`src/rtl/alu_input_sequencer.sv`:
```
// rtl/alu_input_sequencer.sv - debounced key/switch front end issuing one req/ack ALU transaction per execute press
module alu_input_sequencer #(
    parameter int DEBOUNCE_CYCLES = 16
) (
    input  logic        CLK,
    input  logic        nRST,
    input  logic [3:0]  key_n,
    input  logic [16:0] sw,
    output logic [31:0] a_out,
    output logic [31:0] b_out,
    output logic [3:0]  op_out,
    output logic        req,
    input  logic        ack,
    input  logic [31:0] result_in,
    input  logic [2:0]  flags_in,
    output logic [31:0] result_q,
    output logic [2:0]  flags_q,
    output logic        res_valid,
    output logic        busy
);

    localparam int CW = $clog2(DEBOUNCE_CYCLES + 1);
    localparam logic [CW-1:0] CNT_LAST = CW'(DEBOUNCE_CYCLES - 1);

    typedef enum logic [1:0] {IDLE, ISSUE, DONE} state_t;

    state_t        state, state_next;
    logic [3:0]    key_s1, key_s2, key_db, key_db_next, press, sel;
    logic [CW-1:0] cnt [4];
    logic [16:0]   sw_s1, sw_s2;
    logic [31:0]   sw_ext;
    logic          load_a, load_b, load_op, capture, clear_valid;

    // Level flips on the edge where the Nth consecutive differing sample is seen.
    always_comb begin
        for (int i = 0; i < 4; i++) begin
            key_db_next[i] = key_db[i];
            if (key_s2[i] != key_db[i] && cnt[i] == CNT_LAST)
                key_db_next[i] = key_s2[i];
        end
    end

    always_ff @(posedge CLK or negedge nRST) begin
        if (!nRST) begin
            key_s1 <= 4'hF;
            key_s2 <= 4'hF;
            key_db <= 4'hF;
            press  <= 4'h0;
            sw_s1  <= '0;
            sw_s2  <= '0;
            for (int i = 0; i < 4; i++)
                cnt[i] <= '0;
        end else begin
            key_s1 <= key_n;
            key_s2 <= key_s1;
            key_db <= key_db_next;
            press  <= key_db & ~key_db_next;
            sw_s1  <= sw;
            sw_s2  <= sw_s1;
            for (int i = 0; i < 4; i++) begin
                if (key_s2[i] == key_db[i] || key_db_next[i] != key_db[i])
                    cnt[i] <= '0;
                else
                    cnt[i] <= cnt[i] + 1'b1;
            end
        end
    end

    // Isolate the lowest-numbered press; the rest are dropped.
    assign sel    = press & (~press + 4'd1);
    assign sw_ext = {{16{sw_s2[16]}}, sw_s2[15:0]};

    always_ff @(posedge CLK or negedge nRST) begin
        if (!nRST)
            state <= IDLE;
        else
            state <= state_next;
    end

    always_comb begin
        state_next  = state;
        load_a      = 1'b0;
        load_b      = 1'b0;
        load_op     = 1'b0;
        capture     = 1'b0;
        clear_valid = 1'b0;
        case (state)
            IDLE, DONE: begin
                load_a      = sel[0];
                load_b      = sel[1];
                load_op     = sel[2];
                clear_valid = |sel;
                if (sel[3])
                    state_next = ISSUE;
                else if (|sel[2:0])
                    state_next = IDLE;
            end
            ISSUE: begin
                if (ack) begin
                    capture    = 1'b1;
                    state_next = DONE;
                end
            end
            default: state_next = IDLE;
        endcase
    end

    always_ff @(posedge CLK or negedge nRST) begin
        if (!nRST) begin
            a_out     <= '0;
            b_out     <= '0;
            op_out    <= '0;
            result_q  <= '0;
            flags_q   <= '0;
            res_valid <= 1'b0;
        end else begin
            if (load_a)
                a_out <= sw_ext;
            if (load_b)
                b_out <= sw_ext;
            if (load_op)
                op_out <= sw_s2[3:0];
            if (capture) begin
                result_q  <= result_in;
                flags_q   <= flags_in;
                res_valid <= 1'b1;
            end else if (clear_valid) begin
                res_valid <= 1'b0;
            end
        end
    end

    assign req  = (state == ISSUE);
    assign busy = (state == ISSUE);

endmodule
```
`config.mk`:
```
export PLATFORM = sky130hd
export DESIGN_NAME = alu_input_sequencer
export DESIGN_NICKNAME = d
export VERILOG_FILES = /design/src/rtl/alu_input_sequencer.sv
export SDC_FILE = /design/constraint.sdc
export NUM_CORES = 1
export LEC_CHECK = 0
export CORE_MARGIN = 5
export CORE_UTILIZATION = 52
export CTS_BUF_LIST = sky130_fd_sc_hd__clkbuf_4 sky130_fd_sc_hd__clkbuf_8
export DETAILED_ROUTE_END_ITERATION = 6
export GPL_TIMING_DRIVEN = 1
export PLACE_DENSITY = 0.87
export SETUP_SLACK_MARGIN = 0.3
export SYNTH_ARGS = -nofsm -noshare
export SYNTH_HDL_FRONTEND = slang
export SYNTH_SLANG_ARGS = --single-unit
```
`constraint.sdc`:
```
create_clock -name CLK -period 5.1 [get_ports CLK]
set_clock_uncertainty 0.05 [all_clocks]
set_input_delay 0.51 -clock CLK [delete_from_list [all_inputs] [get_ports CLK]]
set_output_delay 0.51 -clock CLK [all_outputs]
set_load 0.05 [all_outputs]
```
; ---- After elaboration in Yosys (flattened, before gate mapping)
; Index checks and enable logic that the tools add are counted.
[classes]
n_addsub = 5
eq_ne = 20
muxes = 20
n_bitwise = 4
reduce_logical = 14
[ops]
columns = op, n
row1 = "5-bit by 1-bit adder with 5-bit output, second input constant", 4
row2 = "5-bit by 4-bit == test with 1-bit output, second input constant", 4
row3 = 5-bit 2-to-1 mux, 4
row4 = 1-bit 2-to-1 mux, 12
row5 = 4-bit bitwise AND, 2
row6 = 1-bit != test, 8
row7 = 4-bit NOT, 2
row8 = 2-bit 2-to-1 mux, 3
row9 = "4-bit by 1-bit adder with 4-bit output, second input constant", 1
row10 = 1-bit == test, 4
row11 = 1-bit logical AND, 4
row12 = 1-bit logical OR, 4
row13 = 2-bit one-hot mux with 2 select lines, 1
row14 = 4-bit OR reduction, 1
row15 = "3-bit != test, second input constant", 1
row16 = 3-bit OR reduction, 1
row17 = "2-bit by 1-bit == test with 1-bit output, second input constant", 1
row18 = "2-bit == test, second input constant", 1
row19 = 2-bit zero test, 1
row20 = "2-bit != test, second input constant", 1
row21 = 2-bit AND reduction, 1
row22 = 2-bit nonzero test, 1
row23 = 2-bit OR reduction, 1
[word_totals]
register_bits = 146
output_inout_bits = 106
wordCells = 80

; ---- Depth between registers and ports, before layout
; Gate-level depths: netlist of the first run.
[depth]
depth_word = 7
mapped_depth = 7
depth_no_buf = 7

; ---- Worst setup path after synthesis of the first run
; No wires, ideal clock.
[synth_path]
path_kind = register to output
start = register state[0]
end = output req
arrival_time_ns = 1.579
slack_ns = 2.961
path_stages_with_launch = 4
path_buffers = 2
cell_sequence = dfrtp_1 > buf_6 > nor2b_1 > buf_4
[synth_between]
elab_chain_len = 1
[synth_rtl]
columns = item, line
row1 = "start, declared", 27  ; state_t state, state_next;
row2 = "start signal, assigned", 77  ; state <= state_next;
row3 = 2-bit by 1-bit == test with 1-bit output, -
row4 = "end, declared", 12  ; output logic req,
; Every way passes these cells.

; ---- Final worst setup path of the first run
[layout_path]
start = register state[0]
end = output req
[layout_between]
elab_chain_len = 1
[layout_rtl]
columns = item, line
row1 = 2-bit by 1-bit == test with 1-bit output, 133  ; assign req = (state == ISSUE);
; Every way passes these cells.

==> results, run 1 <==
- The flow ran to the end, and the final reports show no timing, DRC or antenna violations.
- CTS built an H-tree with a depth of 4.
- The fraction of the cycle the final worst path needs is 53.29%.
- STA classifies the critical path startpoint as a flip-flop.
- The tree is rooted in a sky130_fd_sc_hd__clkbuf_8.
- The total routing usage reported by global routing is 18.09%.
- The final routed DRC violation total is 0.
- The number of endpoints failing setup at the final stage is 0.
- The routed layout has 3155 vias.
- The required arrival time at the worst endpoint is 4540 ps.
- The detailed-router iteration count before antenna repair is 4.
- The width of the die is 112.4 µm.
- Ranked by total cell area, the synthesized netlist is headed by sky130_fd_sc_hd__dfrtp_1 61%, sky130_fd_sc_hd__mux2_2 15%, sky130_fd_sc_hd__dfstp_2 5.8%, sky130_fd_sc_hd__buf_4 4.8%, sky130_fd_sc_hd__ha_1 2.8%.
- Clock tree synthesis found a total of 146 sinks.
- The final-report hold violation count is 0.
- The die height is 112.4 µm.
- Max-cap violations in this run came to 0.
- The number of buffers added by the clock tree synthesis step is 17.
- The worst hold path belongs to the class input port to async pin.
- Cells fill 71.74% of the core in the end.
- The biggest area consumer among synthesized cells is sky130_fd_sc_hd__dfrtp_1.
- The signal on the critical path passes through nor2b_1 -> clkdlybuf4s50_1.
- The number of antenna diodes in the final layout is 0.
- The number of buffers between clock root and the deepest sink is 2.
- Net switching is 22.48% of the power.
- Setup repair after global routing left no endpoint under its margin.
- The first-pass GRT wire length is 17900 µm.
- The die footprint is 12630 µm².
- The finished layout holds 636 standard cells, fillers aside.
- The critical path is of the flip-flop to primary output type.
- Counting every net in the synthesized netlist gives 412.
- The count of boundary I/O pins is 165.
- The clock-pin slew on the worst setup and hold paths is 80 ps.
- In this run, post-CTS hold repair placed 0 buffers.
- Once detail routing completed, the nets flagged for antenna violations numbered 0.
- Per report_power, the combinational group accounts for 5.1% of the total.
- The worst setup slack for register-to-register paths is 3080 ps.
- Counting instances in the post-synthesis netlist gives the leading cell types as 134 x sky130_fd_sc_hd__dfrtp_1, 73 x sky130_fd_sc_hd__mux2_2, 35 x sky130_fd_sc_hd__buf_4.
- The number of global-route vias before repair is 3463.
- The number of DRC markers in iteration 0 is 98.
- The share of total power in the clock network is 39.9%.
- The half-perimeter wire length of the detailed placement result is 7843 µm.
- Dividing the synthesized area by the synthesized cell count gives 15.99 µm².
- Once placement finished, the instance area stood at 6982 µm².
- Routability-driven placement finished with a final weighted congestion of 0.7277.
- The synthesized design contains 0 enable-type register cells.
- The initial standard-cell utilization of the core is 53.06%.
- The count of warnings emitted by yosys is 0.
- In this run the static leakage power is 3.388 nW.
- The leading cell type by number of instances after synthesis is sky130_fd_sc_hd__dfrtp_1.
- Synthesis inferred 146 register bits.
- Buffers added to address setup during post-CTS repair amount to 0.
- The initialized floorplan defines 37 standard-cell rows.
- The routed wirelength normalized by instance count is 16.91 µm.
- For the pin with the worst max-slew slack, the measured transition is 996.2 ps.
- Relative to the synthesized area, the layout overhead comes to 35.22%.
- The overall power consumption is 2.190 mW.
- The commonest register cell after synthesis is sky130_fd_sc_hd__dfrtp_1.
- The relative slew slack is 33.51%.
- The sequential share of the synthesized area is 67.28%.
- The count of final max-slew check failures is 0.
- The worst register-to-register path begins at cnt[5].
- In this run the cell area of the synthesized design comes to 5453 µm².
- The fraction of power consumed by sequential logic is 55.0%.
- The endpoint of the most critical setup path is req.
- The final setup TNS is 0 ps.
- The TritonCTS clock tree is yes.
- The initial antenna violation count was 0.
- The post-detailed-routing wire length is 10760 µm.
- The shortest period the worst path allows is 2718 ps.
- The ratio of total power to cell area is 297.0 nW/µm².
- The most critical setup path has its startpoint at state[0].
- After global routing the overflow that remains totals 0.
- Based on the critical path, the design can be clocked at up to 0.3680 GHz.
- Cells with a size suffix above 1 make up 24.80% of the layout.
- The endpoint of the lowest-slack register-to-register path is cnt[8].
- The instance count after placement with tap cells included is 604.
- The net switching power is 0.4923 mW.
- Buffers placed on the I/O ports in this run total 164.
- The internal power of the cells totals 1.697 mW.
- At the later pin of the worst-skew pair, clock insertion delay measures 420 ps.
- After synthesis, the share of flip-flops with an asynchronous set or reset is 100.0%.
- The via count normalized by instance count is 4.961.
- The peak supply drop is 0.0001831 V.
- Synthesis produced 341 cells.
- Measured in cells, the most critical reg-to-reg path has a length of 7.
- The slowest stage of the critical path belongs to the cell sky130_fd_sc_hd__clkdlybuf4s50_1.
- STA classifies the critical path endpoint as a primary output.
- The largest net degree at the start of global routing is 97.
- Summed over its instances, the top area cell type makes up 61.50% of the synthesized netlist area.
- The region available for standard cell placement spans 10280 µm².
- Post-CTS repair changed the size of 0 cells.
- The number of nets at the end of the flow is 558.
- The highest net fanout along the worst path is 8.
- The distinct cell type count after synthesis is 27.
- The endpoint arrival time on the critical path is 2160 ps.
- The finished cells cover 7373 µm².
- The largest stage delay on the critical path is 880 ps.
state kept, by name, summed over array words and instances, names as in the netlist:
name       flops
cnt           20
flags_q        3
key_s1         4
sw_s2         17
op_out         4
key_db         4
b_out         17
key_s2         4
press          4
a_out         17
res_valid      1
result_q      32
state          2
sw_s1         17
critical path: cells and delay by family (launching register included):
family | cells | cell delay, ps
DFF | 1 | 550
and+or+nand+nor | 1 | 300
buffers and inverters | 1 | 880
power by group through the flow:
stage	Combinational [mW]	Sequential (mW)	Clock, mW
after detailed placement	0.114	1.23	0
after CTS	0.115	1.20	0.902
after global routing	0.124	1.21	0.958
final	0.112	1.20	0.874
after floorplan	0.0274	1.23	0
after global placement	0.110	1.22	0
cells by family (layout without fill, tap and decap cells):
group,count (synthesis),count (layout),share of synthesized area (%)
flip-flops,146,146,67.28
XOR/XNOR,8,8,1.285
AO/OA/AOI/OAI,11,11,1.147
buffers and inverters,50,209,6.287
multiplexers,77,77,15.81
adder cells (fa/ha/maj),12,12,2.753
AND/OR/NAND/NOR,37,37,5.438
how the worst min path moves through the flow:
| stage | start | end | cells after the start |
|---|---|---|---|
| floorplan | nRST | a_out[0] | 0 |
| global placement | sw_s1[12] | sw_s2[12] | 0 |
| detailed placement | sw_s1[12] | sw_s2[12] | 0 |
| CTS | nRST | result_q[21] | 1 |
| global route | nRST | result_q[14] | 1 |
| finish | nRST | result_q[13] | 1 |
area by class of cell:
cell class	instances	area [µm²]
Multi-Input combinational cell	145	1444
Tap cell	136	170.2
Fill cell	720	2904
Timing Repair Buffer	166	1658
Sequential cell	146	3669
Inverter	11	41.29
Clock buffer	19	255.2
Clock inverter	13	136.4
metal layers:
metal / track usage (%) / up-vias / part of all wire, %
li1: - / 1441 / -
met1: 19.96 / 1593 / 37
met2: 32.22 / 101 / 54
met3: 6.038 / 20 / 6.2
met4: 7.051 / 0 / 2.0
met5: 0 / - / 0
stage by stage:
stage | worst slack, ps | hold slack (ps)
global route | 2281 | 150.4
floorplan | 2961 | 164.4
detailed placement | 2851 | 284.7
CTS | 2343 | 118.3
finish | 2382 | 98.38
global placement | 2882 | 282.3
placed cells by master, fill, tap and decap left out:
| cell type | Yosys | final |
|---|---|---|
| sky130_fd_sc_hd__bufinv_16 | 0 | 2 |
| sky130_fd_sc_hd__nor4b_4 | 1 | 1 |
| sky130_fd_sc_hd__and4_1 | 4 | 4 |
| sky130_fd_sc_hd__dfrtp_1 | 134 | 134 |
| sky130_fd_sc_hd__clkinv_2 | 0 | 4 |
| sky130_fd_sc_hd__nor3_1 | 1 | 1 |
| sky130_fd_sc_hd__nor4_1 | 4 | 4 |
| sky130_fd_sc_hd__nand2b_1 | 1 | 1 |
| sky130_fd_sc_hd__inv_6 | 0 | 1 |
| sky130_fd_sc_hd__clkdlybuf4s50_1 | 0 | 163 |
| sky130_fd_sc_hd__clkinvlp_4 | 0 | 4 |
| sky130_fd_sc_hd__buf_4 | 35 | 2 |
| sky130_fd_sc_hd__mux2i_1 | 4 | 4 |
| sky130_fd_sc_hd__o211ai_1 | 1 | 1 |
| sky130_fd_sc_hd__or4_2 | 1 | 1 |
| sky130_fd_sc_hd__nand3b_1 | 1 | 1 |
| sky130_fd_sc_hd__and3_1 | 4 | 4 |
| sky130_fd_sc_hd__nor2b_1 | 2 | 1 |
| sky130_fd_sc_hd__mux2_2 | 73 | 73 |
| sky130_fd_sc_hd__inv_1 | 11 | 11 |
| sky130_fd_sc_hd__clkbuf_8 | 0 | 18 |
| sky130_fd_sc_hd__nor3b_1 | 12 | 12 |
| sky130_fd_sc_hd__clkbuf_4 | 0 | 1 |
| sky130_fd_sc_hd__and3b_1 | 4 | 4 |
| sky130_fd_sc_hd__a21oi_1 | 4 | 4 |
| sky130_fd_sc_hd__nor3b_4 | 1 | 1 |
| sky130_fd_sc_hd__xnor2_1 | 8 | 8 |
| sky130_fd_sc_hd__ha_1 | 12 | 12 |
| sky130_fd_sc_hd__clkinv_4 | 0 | 2 |
| sky130_fd_sc_hd__dfstp_2 | 12 | 12 |
| sky130_fd_sc_hd__a32o_1 | 1 | 1 |
| sky130_fd_sc_hd__buf_6 | 3 | 1 |
| sky130_fd_sc_hd__nand2_1 | 1 | 1 |
| sky130_fd_sc_hd__nor2b_2 | 0 | 1 |
| sky130_fd_sc_hd__o21ai_0 | 5 | 5 |
Power figures use the tool's default switching activity.
==> run 2: changes to the inputs <==
CORE_UTILIZATION = 48   (was 52)
PLACE_DENSITY = 0.82   (was 0.87)
clock period = 2.7 ns   (was 5.1 ns; I/O delays follow)
==> run 2 against run 1 <==
Against the previous run:
- final area is 1.5% higher
- largest power group unchanged
- first-iteration DRC count increased by 56%
- die area up 7.6%
- worst hold slack improved by 100 ps
- routed wire length rose by 0.43%
- sequential power increased by 89%
- combinational power increased by 95%
- register-to-register slack worse by 2400 ps
- via count up 0.70%
- total power grew 100%
- clock-buffer cell count is 1 higher
==> results, run 2 (same netlist as run 1, synthesis figures left out) <==
- The peak supply drop is 0.0003320 V.
- The count of final max-slew check failures is 0.
- The number of endpoints failing setup at the final stage is 0.
- During I/O placement, the number of pins put on the boundary was 165.
- The floorplan has 39 rows.
- In this run the worst setup path begins at b_out[16].
- The via count normalized by instance count is 4.903.
- The tightest hold path in the finished design has a slack of 198.7 ps.
- The clock tree root buffer cell is sky130_fd_sc_hd__clkbuf_8.
- The TritonCTS clock tree is yes.
- For this design, the slowest cell found on the critical path is sky130_fd_sc_hd__clkdlybuf4s50_1.
- The flow ran to the end, and the final reports show no timing, DRC or antenna violations.
- Clock-pin slew was measured on the worst setup and hold paths at 80 ps.
- Measured against its own limit, the worst slew margin works out to 61.82%.
- The pre-antenna-repair detailed-routing pass consisted of 4 iterations.
- The met3 demand-to-capacity share in global routing is 4.974%.
- The largest stage delay on the critical path is 900 ps.
- The worst register-to-register path begins at cnt[5].
- The type of destination of the critical path is a primary output.
- The overall power consumption is 4.370 mW.
- The worst-case setup margin in the final layout is 440.4 ps.
- Based on the critical path, the design can be clocked at up to 0.4426 GHz.
- The final routed DRC violation total is 0.
- The slew at the pin closest to its max-slew limit is 572.7 ps.
- The kind of cell with the highest combined delay along the critical path is buffers and inverters.
- The worst hold path belongs to the class input port to flip-flop.
- The die is 116.6 µm wide.
- In this run the number of H-tree levels came out at 4.
- The count of buffers from port buffering is 164.
- The critical path in this run is classified as flip-flop to primary output.
- The worst register-to-register path has a depth of 7.
- The library cell used most frequently in the layout, excluding fill and tap cells, is sky130_fd_sc_hd__clkdlybuf4s50_1.
- The area of the core is 11270 µm².
- The overall overflow remaining after global route is 0.
- The number of buffers between clock root and the deepest sink is 2.
- The half-perimeter wire length of the detailed placement result is 7865 µm.
- Relative to the synthesized area, the layout overhead comes to 37.24%.
- Setup repair after global routing left no endpoint under its margin.
- Internal power comes to 3.440 mW.
- The first global-routing pass estimated 16890 µm of wire.
- The setup slack at placement is 735.3 ps.
- The endpoint arrival time on the critical path is 1940 ps.
- The fraction of met1 tracks used by global routing is 19.86%.
- Counting I/O delays and the setup requirement, the final critical path takes 2260 ps.
- In this run the number of cells on the critical path is 1.
- The clock network is responsible for 43.0% of the overall power.
- The routed wirelength normalized by instance count is 16.67 µm.
- The beginning of the worst hold path is key_n[0].
- The final-report hold violation count is 0.
- The cell depth of the worst min-delay path is 1.
- The number of global-route vias before repair came to 3370.
- The die footprint is 13590 µm².
- The post-detailed-routing wire length is 10800 µm.
- The ratio of total power to cell area is 584.0 nW/µm².
- The initial antenna violation count is 0.
- Once the floorplan was initialized, standard cells occupied 48.37% of the core.
- The fraction of final layout cells sized beyond drive strength 1 is 25.35%.
- The die height is 116.6 µm.
- The register with the most flip-flops in the final layout is result_q.
- For the worst setup path, the data required time is 2380 ps.
- The later pin in the worst-skew pair is clocked with a latency of 420 ps.
- The highest net fanout along the worst path is 17.
- Per report_power, the combinational group accounts for 5.0% of the total.
- The routed layout has 3177 vias.
- In the final design database the tool counted 563 nets.
- The worst setup path is launched from a flip-flop.
- The number of DRC markers in iteration 0 is 153.
- Sequential cells account for 52.0% of the total power.
- The largest net degree at the start of global routing is 65.
- At the end of routability-driven placement, the weighted congestion stood at 0.7180.
- The filler cells instantiated in the layout total 798.
- The switching part of the total is 21.28%.
- The leakage component of the power is 3.468 nW.
- The final setup TNS is 0 ps.
- The met2 usage in global routing is 28.15%.
- Summed over all nets, the switching power comes to 0.9300 mW.
- The library cells used most frequently in the layout, excluding fill and tap cells, are 160 x sky130_fd_sc_hd__clkdlybuf4s50_1, 134 x sky130_fd_sc_hd__dfrtp_1, 73 x sky130_fd_sc_hd__mux2_2.
- The total routing usage reported by global routing is 16.39%.
- In this run the remaining antenna-violating nets after routing total 0.
- In the final layout, the registers with the most flip-flops are result_q (32), cnt (20).
- The number of clock buffers added by TritonCTS is 17.
- The register with the most flip-flops in the layout has 32 of them.
- The number of max-cap violations is 0.
- The clock net sink count is 146.
- The signal on the critical path passes through clkdlybuf4s50_1.
- Dividing the final minimum period by the clock period gives 83.69%.
- met2 is the most crowded layer.
- The antenna cell count is 0.
- Counting both buffers and inverters, the worst setup path holds a total of 1.
-- run 2: area by class of cell --
cell class	instances	area, µm²	share of cell area, %
Tap cell	143	178.9	2.391
Sequential cell	146	3669	49.02
Multi-Input combinational cell	145	1444	19.29
Clock inverter	12	177.7	2.374
Inverter	11	41.29	0.5517
Timing Repair Buffer	171	1698	22.69
Clock buffer	20	275.3	3.678
-- run 2: metrics by stage --
step                      std cells  util, %  instance area [µm²]
after floorplan                 341        -                 5453
after global placement          615    62.28                 7020
after detailed placement        615    62.28                 7020
after CTS                       648    66.37                 7481
after global routing            648    66.39                 7483
final                           648    66.39                 7483
-- run 2: worst paths after layout --
kind,end,slack [ps]
max in group asynchronous,sw_s1[8],1420
setup reg to reg,cnt[8],730
hold / removal,key_s1[0],200
min in group asynchronous,cnt[5],350
setup / recovery,b_out[31],440
hold reg to reg,sw_s2[11],290
-- run 2: power by group through the flow --
stage	Combinational, mW	Sequential (mW)	Clock, mW
floorplan	0.0518	2.32	0
global placement	0.213	2.31	0
detailed placement	0.221	2.32	0
CTS	0.223	2.27	1.93
global route	0.241	2.28	2.04
finish	0.218	2.27	1.88
-- run 2: repair_timing --
item / in CTS / in global routing
hold endpoints to repair: 51 / 0
gates resized for setup: 2 / 1
hold buffers: 1 / 0
endpoints found under the setup margin: 2 / 1
setup buffers: 0 / 0
-- run 2: routing by layer --
metal | up-vias | wire (µm)
met5 | - | 0
met4 | 0 | 99
met3 | 8 | 852
met2 | 113 | 5737
met1 | 1604 | 4111
li1 | 1452 | -
==> run 3: changes to the inputs <==
clock period = 2.32 ns   (was 2.7 ns; I/O delays follow)
==> run 3 against run 2 <==
Against the previous run:
- utilization is 0.31 points higher
- global-route usage is 0.054 points lower
- setup slack worse by 110 ps
- register-to-register slack worse by 400 ps
- largest power group unchanged
==> results, run 3 (same netlist as run 1, synthesis figures left out) <==
- The width of the die is 116.6 µm.
- The number of antenna diodes in the final layout is 0.
- OpenSTA, run right after detailed placement, puts the worst setup slack at 281.3 ps.
- The initial standard-cell utilization of the core is 48.37%.
- The maximum level of the CTS H-tree is 4.
- The final setup TNS is 0 ps.
- The die height is 116.6 µm.
- The TritonCTS clock tree is yes.
- The tightest hold path in the finished design has a slack of 158.4 ps.
- The floorplan has 39 rows.
- The type of destination of the critical path is a flip-flop.
- The worst setup path is launched from a flip-flop.
- The layer with the highest usage is met2.
- The achievable clock frequency is 0.5038 GHz.
- The via count normalized by instance count is 4.937.
- The path type of the worst min-delay path is input port to flip-flop.
- Leaving out fill and tap cells, the most frequent cells in the layout are 133 x sky130_fd_sc_hd__dfrtp_1, 129 x sky130_fd_sc_hd__clkdlybuf4s50_1, 73 x sky130_fd_sc_hd__mux2_2.
- The smallest clock period supported by the final layout is computed as 1985 ps.
- The worst flop-to-flop path startpoint is cnt[0].
- The first global-routing pass estimated 16970 µm of wire.
- Global routing used 16.34% of the available tracks across all layers.
- The largest net degree at the start of global routing is 56.
- Counting instances, the worst hold path has a depth of 1.
- The fraction of the cycle the final worst path needs is 85.56%.
- The largest registers in the layout are result_q (32), cnt (20).
- Max-cap violations in this run came to 0.
- The routed design has 10930 µm of wire.
- After floorplanning, the core was sized to cover 11270 µm².
- The routed layout has 3234 vias.
- The fraction of final layout cells sized beyond drive strength 1 is 28.71%.
- At the pin with the least slew margin, the transition time is 530.8 ps.
- In this run the most critical hold path is launched from key_n[0].
- During I/O placement, the number of pins put on the boundary was 165.
- In this run the register-to-register setup slack is 330 ps.
- The critical path is of the flip-flop to flip-flop type.
- The endpoint of the lowest-slack register-to-register path is cnt[3].
- More flip-flops sit in one register than any other, and that register is result_q.
- The peak supply drop is 0.0004030 V.
- The overall overflow remaining after global route is 0.
- The instance area after placement is 7033 µm².
- The insertion delay of the later-clocked pin in the worst-skew pair is 420 ps.
- Measured against its own limit, the worst slew margin works out to 64.50%.
- The final-report hold violation count is 0.
- The run finished with clean final reports.
- The clock net sink count is 146.
- Summed over all cells, the static leakage comes to 3.612 nW.
- After clock tree synthesis, the clock-pin slew on the worst setup and hold paths is 80 ps.
- Leaving out fill and tap cells, the most frequent cell in the layout is sky130_fd_sc_hd__dfrtp_1.
- The depth of the worst register-to-register path is 7.
- The number of global-route vias before repair is 3445.
- The ratio of total power to cell area is 666.3 nW/µm².
- The final routed DRC violation total is 0.
- The path with the worst hold slack has its endpoint at key_s1[0].
- The number of buffers added by the clock tree synthesis step is 17.
- The tree is rooted in a sky130_fd_sc_hd__clkbuf_8.
- The routed wirelength normalized by instance count is 16.68 µm.
- Port buffering added 164 buffers.
- The number of endpoints failing setup at the final stage is 0.
- Setup repair after global routing could not meet its margin everywhere.
- The die footprint is 13590 µm².
- Compared with the post-synthesis result, the final layout area differs by 37.88%.
- The worst-case setup margin in the final layout is 335.0 ps.
- For this run, the share of the core covered by cells in the final layout is 66.70%.
- The half-perimeter wire length of the detailed placement result is 7777 µm.
- The number of nets with antenna violations after routing is 0.
- The net count of the finished layout is 570.
- At the worst endpoint, the required time is 2580 ps.
- The number of DRC markers in iteration 0 is 114.
- The finished cells cover 7518 µm².
- The initial antenna violation count is 0.
- STA puts the critical path data arrival time at 2250 ps.
- The count of final max-slew check failures was 0.
- Before antenna repair, the detailed router went through 4 iterations.
- Along the worst path, the maximum fanout reaches 4.
- The fraction of met1 tracks used by global routing is 19.01%.
- The number of buffers between clock root and the deepest sink is 2.
- The flip-flop count of the largest register, all copies and words added is 32.
- For met2 alone, demand over resource in global routing was 28.64%.
- For this run, global-route usage on met3 was measured as 5.130%.
- The routability-driven placement congestion ratio is 0.7786.
run 3: critical path, cell delays in order (launching register included):
cell and delay (ps):
sky130_fd_sc_hd__dfrtp_1 420, sky130_fd_sc_hd__ha_2 210, sky130_fd_sc_hd__and3_1 180, sky130_fd_sc_hd__ha_1 180, sky130_fd_sc_hd__mux2i_1 150, sky130_fd_sc_hd__ha_1 340
sky130_fd_sc_hd__o21ai_1 90, sky130_fd_sc_hd__nor4_1 260
run 3: how the worst max path moves through the flow:
stage,startpoint,endpoint,slack (ps)
detailed placement,cnt[15],cnt[18],280
global route,cnt[0],cnt[1],260
finish,cnt[0],cnt[3],330
global placement,state[0],req,430
floorplan,state[0],req,460
CTS,state[0],busy,180
run 3: cell type report:
cell class                      instances  area (µm²)
Fill cell                             809        3754
Sequential cell                       146        3670
Timing Repair Buffer                  178        1719
Multi-Input combinational cell        145        1476
Clock buffer                           21       282.8
Tap cell                              143       178.9
Clock inverter                         11       150.1
Inverter                               11       41.29
run 3: through the flow:
| stage | power, mW | instances |
|---|---|---|
| final | 5.010 | 655 |
| after floorplan | 2.764 | 341 |
| after detailed placement | 2.953 | 615 |
| after CTS | 5.074 | 650 |
| after global routing | 5.231 | 655 |
| after global placement | 2.938 | 615 |
run 3: layer usage:
metal	routed length, µm	up-vias
met2	5678	119
met4	174	0
met5	0	-
li1	-	1466
met1	4221	1633
met3	854	16
run 3: repair_timing:
item | CTS | global route
setup endpoints to repair | 36 | 11
hold endpoints to repair | 40 | 0
buffers inserted | 2 | 5
pin swaps | 5 | 8
resized for setup | 38 | 13
hold buffers | 1 | 0
gates cloned | 0 | 0
run 3: report_power, final:
part / total [mW] / internal, mW / switching (mW)
Combinational: 0.266 / 0.140 / 0.126
Clock: 2.10 / 1.17 / 0.931
Sequential: 2.65 / 2.61 / 0.0360
